$ cat config.mk
export PLATFORM = sky130hd
export DESIGN_NAME = data_memory_pipe
export DESIGN_NICKNAME = d
export VERILOG_FILES = /design/src/rtl/data_memory_pipe.sv
export SDC_FILE = /design/constraint.sdc
export NUM_CORES = 2
export LEC_CHECK = 0
export ABC_AREA = 0
export BUFFER_PORTS_ARGS = -buffer_cell sky130_fd_sc_hd__buf_2
export CELL_PAD_IN_SITES_DETAIL_PLACEMENT = 2
export CELL_PAD_IN_SITES_GLOBAL_PLACEMENT = 2
export CORE_ASPECT_RATIO = 0.6
export CORE_UTILIZATION = 40
export CTS_CLUSTER_DIAMETER = 30
export DETAILED_ROUTE_END_ITERATION = 8
export PLACE_DENSITY_LB_ADDON = 0.1
export SYNTH_ARGS = -nofsm -noshare
export SYNTH_HDL_FRONTEND = slang
export SYNTH_MEMORY_MAX_BITS = 65536
export SYNTH_SLANG_ARGS = --single-unit
export TNS_END_PERCENT = 30
$ cat constraint.sdc
create_clock -name Clock -period 10.7 [get_ports Clock]
set_input_delay 1.605 -clock Clock [delete_from_list [all_inputs] [get_ports Clock]]
set_output_delay 1.605 -clock Clock [all_outputs]
set_load 0.02 [all_outputs]
$ cat src/rtl/data_memory_pipe.sv
// data_memory_pipe
// ----------------
// Parametrised single-port data memory for the load/store stage of the CPU
// datapath. It sits between the ALU address output and the write-back mux.
// Features: per-byte write enables, a pipelined read path of READ_LAT edges,
// a post-reset clear sequencer that zeroes every word before Ready is raised,
// and a one-cycle Error pulse for accesses at or beyond DEPTH.
//
// Ports:
//   Clock      - system clock, all state changes on the rising edge
//   Reset      - synchronous active-high reset
//   Adresa     - word address of the access
//   WriteData  - store data
//   ByteEn     - per-byte write enable, bit i covers WriteData[8i+7:8i]
//   MemWrite   - store request
//   MemRead    - load request
//   ReadData   - load data, holds its value between reads
//   ReadValid  - one-cycle pulse marking new ReadData
//   Ready      - memory accepts requests
//   Error      - one-cycle pulse for an accepted out-of-range access

module data_memory_pipe #(
    parameter int DATA_W         = 16,
    parameter int ADDR_W         = 16,
    parameter int DEPTH          = 256,
    parameter int READ_LAT       = 1,
    parameter int CLEAR_ON_RESET = 1
) (
    input  logic                Clock,
    input  logic                Reset,
    input  logic [ADDR_W-1:0]   Adresa,
    input  logic [DATA_W-1:0]   WriteData,
    input  logic [DATA_W/8-1:0] ByteEn,
    input  logic                MemWrite,
    input  logic                MemRead,
    output logic [DATA_W-1:0]   ReadData,
    output logic                ReadValid,
    output logic                Ready,
    output logic                Error
);

    localparam int NB    = DATA_W / 8;
    localparam int IDX_W = (DEPTH > 1) ? $clog2(DEPTH) : 1;

    // One extra bit so that DEPTH == 2^ADDR_W still compares correctly.
    localparam logic [ADDR_W:0] DEPTH_EXT = (ADDR_W + 1)'(DEPTH);
    localparam logic [IDX_W-1:0] LAST_IDX = IDX_W'(DEPTH - 1);

    typedef enum logic {
        S_CLEAR,
        S_IDLE
    } state_t;

    state_t            state_q;
    logic [IDX_W-1:0]  clearCnt_q;
    logic              ready_q;
    logic              error_q;

    logic [DATA_W-1:0] mem [DEPTH];

    logic [READ_LAT-1:0] rdValid_q;
    logic [DATA_W-1:0]   rdData_q [READ_LAT];

    logic             inRange;
    logic [IDX_W-1:0] accIdx;
    logic             rdAccept;
    logic             wrAccept;
    logic             anyAccept;
    logic             clrWrite;

    // Request qualification. Requests only count when Ready was already high
    // before the edge and Reset is not being applied at that same edge.
    // The address is never wrapped: anything at or above DEPTH is out of range.
    always_comb begin
        inRange   = ({1'b0, Adresa} < DEPTH_EXT);
        accIdx    = Adresa[IDX_W-1:0];
        rdAccept  = !Reset && ready_q && MemRead;
        wrAccept  = !Reset && ready_q && MemWrite && inRange;
        anyAccept = !Reset && ready_q && (MemRead || MemWrite);
        clrWrite  = !Reset && (state_q == S_CLEAR);
    end

    // Control FSM: CLEAR walks the counter across every word, IDLE serves
    // requests. Ready is registered alongside the state so it is 0 on any
    // edge where Reset was sampled high.
    always_ff @(posedge Clock) begin
        if (Reset) begin
            state_q    <= (CLEAR_ON_RESET != 0) ? S_CLEAR : S_IDLE;
            clearCnt_q <= '0;
            ready_q    <= 1'b0;
        end else begin
            case (state_q)
                S_CLEAR: begin
                    if (clearCnt_q == LAST_IDX) begin
                        state_q <= S_IDLE;
                        ready_q <= 1'b1;
                    end else begin
                        clearCnt_q <= clearCnt_q + 1'b1;
                    end
                end
                default: begin
                    ready_q <= 1'b1;
                end
            endcase
        end
    end

    // Storage write port, kept free of reset so it maps onto block RAM.
    // The clear sequencer and user stores share this single port; they can
    // never collide because stores need Ready, which is low during CLEAR.
    always_ff @(posedge Clock) begin
        if (clrWrite) begin
            mem[clearCnt_q] <= '0;
        end else if (wrAccept) begin
            for (int b = 0; b < NB; b++) begin
                if (ByteEn[b]) begin
                    mem[accIdx][8*b +: 8] <= WriteData[8*b +: 8];
                end
            end
        end
    end

    // Read pipeline. Stage 0 captures the word at the request edge, which
    // naturally gives read-before-write when a store hits the same address.
    // Later stages only move data forward alongside a valid bit so the
    // output register holds its value between reads.
    always_ff @(posedge Clock) begin
        if (Reset) begin
            for (int k = 0; k < READ_LAT; k++) begin
                rdValid_q[k] <= 1'b0;
                rdData_q[k]  <= '0;
            end
        end else begin
            rdValid_q[0] <= rdAccept;
            if (rdAccept) begin
                rdData_q[0] <= inRange ? mem[accIdx] : '0;
            end
            for (int k = 1; k < READ_LAT; k++) begin
                rdValid_q[k] <= rdValid_q[k-1];
                if (rdValid_q[k-1]) begin
                    rdData_q[k] <= rdData_q[k-1];
                end
            end
        end
    end

    // Error is tied to the request edge rather than the read latency, and a
    // combined read+write still produces only one pulse.
    always_ff @(posedge Clock) begin
        if (Reset) begin
            error_q <= 1'b0;
        end else begin
            error_q <= anyAccept && !inRange;
        end
    end

    assign ReadData  = rdData_q[READ_LAT-1];
    assign ReadValid = rdValid_q[READ_LAT-1];
    assign Ready     = ready_q;
    assign Error     = error_q;

endmodule

==> results.toml <==
[run_status]
status = "finished with violations"
violations = "capacitance limit, slew limit"

[clock_tree]
post_cts_buffers = 0
clkSinkCount = 4124
htreeDepth = 6
cts_made_buffers = 638
cts_tree = "done"
cts_hold_buf = 0
cts-root-buf = "clkbuf_16"
clk_pin_slew_worst_paths_ns = 0.06
cts_resized = 0
clock_latency_ns = 0.99
cts_buffer_depth = 4

[synth]
synth_top_area_share_pct = 77.0
synth_edf_count = 4112
synth_common_cells = "4112 x edfxtp_1, 727 x mux4_2, 685 x nor2_1"
avgSynthCellArea_um2 = 19.9
yosys-top-cells-area = "edfxtp_1 77%, mux4_2 10%, mux2i_1 4.0%"
yosysSeqAreaShare_pct = 77.1
syn_inst = 8078
ys_async_sr_fraction_pct = 0
yosysWarnings = 0
synth.most_common_cell = "edfxtp_1"
syn_area_mm2 = 0.160
syn-num-nets = 8117
synthFlopType = "edfxtp_1"
yosys.area.top_type = "edfxtp_1"
yosysUniqueCellTypes = 68
ys_ff_latch = 4124

[floorplan]
dieArea_mm2 = 0.404
top_level_ports = 57
initial_core_util_pct = 40.3
die_width_um = 819
fp.dieH_um = 492
core_area_mm2 = 0.398
row_count = 179

[pwr]
p_comb_share_pct = 3.1
clockPowerShare_pct = 53.5
switchingPower_mw = 8.93
power_mw = 40.4
sw_frac_of_total_pct = 22.1
power_leakage_nw = 66.0
pwr_density_cell_mw_per_mm2 = 214
internal-power_mw = 31.5
ir_drop_mv = 0.160
seqPwrFrac_pct = 43.4

[setup_path]
r2r-start = "state_q"
rr_endpoint = "mem[237][4]"
ff2ff_setup_slack_ns = 5.44
ff2ff_path_depth = 7
cp.required_ns = 11.48
critPathLaunchType = "input pin"
setup.worst_path.class = "in2reg"
cp-end-kind = "register"
crit_arrival_ns = 6.90
worstPathMaxFanout = 42

[sta]
hold_viol_final = 0
setup_viol = 0
finalCritPeriodShare_pct = 57.2
drv_slew = 18
finalSetupTns_ns = 0
clock-skew-final_ns = 0.0385
period_minus_slack_ns = 6.12
max_freq_mhz = 163
worstMarginPinSlew_ns = 1.52
rsz0062_at_grt = "false"
slew_headroom_pct = -2.57

[min_path]
hold_path.class = "reg2reg"
hold_start = "Ready"
hold_end = "Ready"
whs_path_depth = 2

[global_routing]
met2_usage_pct = 40.9
grt_max_degree = 176
use_met3_pct = 6.59
grt_pass1_vias = 90797
antenna_found_initial = 69
grt.overflow.total = 0
grt_pass1_wl_um = 801000
grtUsageTotal_pct = 28.8
grt_busiest_layer = "met1"
use_met1_pct = 45.3

[placed_design]
io_buffers = 56
hpwl_um = 362000
place_congestion = 0.830

[detailed_routing]
dr.pass1.iters = 5
vias = 89352
drt_iter0_drc = 12427
route.detailed.drc = 0
routed_wl_um = 590000
viasPerCell = 6.22
drtAntennaViolNets = 0
avgRoutedWirePerCell_um = 41.0

[layout]
fin_nets = 8527
syn2layout_area_growth_pct = 17.9
fin_util_pct = 47.6
fill_cells = 35283
drive_gt1_share_pct = 23.6

[flow_run]
drv_cap = 3
## routing by layer
layer / up-vias / routed length [µm]
met1: 49487 / 269000
met2: 4581 / 252000
met4: 14 / 12800
met5: - / 103
met3: 725 / 56500
li1: 34545 / -
## sequential cells by signal (all words and copies together) (netlist names)
name	flops
Error	1
ReadValid	1
Ready	1
clearCnt_q	8
mem	4096
rdData_q	16
state_q	1
## worst max-delay path by stage
stage	startpoint	end	slack, ns	cells after the start
5_1_grt	Adresa[0]	rdData_q[0][3]	4.59	10
4_1_cts	Adresa[0]	rdData_q[0][3]	4.85	10
3_3_place_gp	Adresa[0]	rdData_q[0][3]	3.87	10
6_report	Adresa[1]	rdData_q[0][15]	4.58	10
2_1_floorplan	Adresa[11]	mem[0][10]	3.42	6
3_5_place_dp	Adresa[0]	rdData_q[0][3]	3.78	10
## placed cells by master, fill, tap and decap left out, types with 87 or more instances in the layout
| cell type | Yosys | layout |
|---|---|---|
| o21ai_0 | 133 | 130 |
| a21oi_1 | 104 | 104 |
| nor2_1 | 685 | 681 |
| buf_4 | 100 | 189 |
| bufinv_16 | 0 | 92 |
| nand2_1 | 161 | 144 |
| clkbuf_16 | 0 | 661 |
| mux4_2 | 727 | 727 |
| o221ai_1 | 157 | 157 |
| clkinv_2 | 0 | 87 |
| nor3_1 | 151 | 149 |
| mux2i_1 | 636 | 636 |
| edfxtp_1 | 4112 | 4112 |
| o22ai_1 | 184 | 184 |
## final cells by class
type / count / area (µm²) / share of cell area, %
flip-flops and latches: 4124 / 124000 / 65.4
multi-input cells: 3440 / 34400 / 18.2
clock buffers: 722 / 16800 / 8.87
well taps: 5339 / 6680 / 3.53
clock inverters: 449 / 5180 / 2.74
repair buffers: 277 / 2330 / 1.23
diodes: 15 / 37.5 / 0.0198
inverters: 7 / 36.3 / 0.0192
## power by group through the flow
stage                     Combinational, mW  Clock [mW]  Sequential [mW]
after floorplan                       0.667           0             17.9
after global placement                 1.23           0             17.9
after detailed placement               1.24           0             17.9
after CTS                              1.25        21.8             17.5
after global routing                   1.28        22.4             17.5
final                                  1.26        21.6             17.5
## per-stage QoR
stage / std cells / area (µm²) / setup WS [ns] / hold WS (ns)
finish: 14373 / 189000 / 4.58 / 0.502
global route: 14364 / 189000 / 4.59 / 0.541
CTS: 14357 / 189000 / 4.85 / 0.497
floorplan: 8078 / 160000 / 3.42 / 0.537
detailed placement: 13186 / 167000 / 3.78 / 0.489
global placement: 13183 / 167000 / 3.87 / 0.475
## worst max-delay path, stage by stage
cell	delay [ns]
buf_8	0.23
buf_4	0.37
or2_4	0.55
buf_4	0.42
o221ai_1	0.50
nor3_1	0.14
or4_1	0.68
nor4_1	1.29
nand3_1	0.63
o22ai_1	0.29
## cells by family (layout without fill, tap and decap cells)
family	count (synthesis)	in the layout	synth area share [%]
AOI/OAI and AO/OA	816	816	3.50
xor gates and xnor gates	7	7	0.0382
adders and majority gates	1	1	0.00780
buffers and inverters	514	1455	1.63
DFF	4124	4124	77.1
muxes	1374	1374	14.3
other	0	15	0
and+or+nand+nor	1242	1242	3.43
No activity file was read; power rests on OpenSTA's default activity.
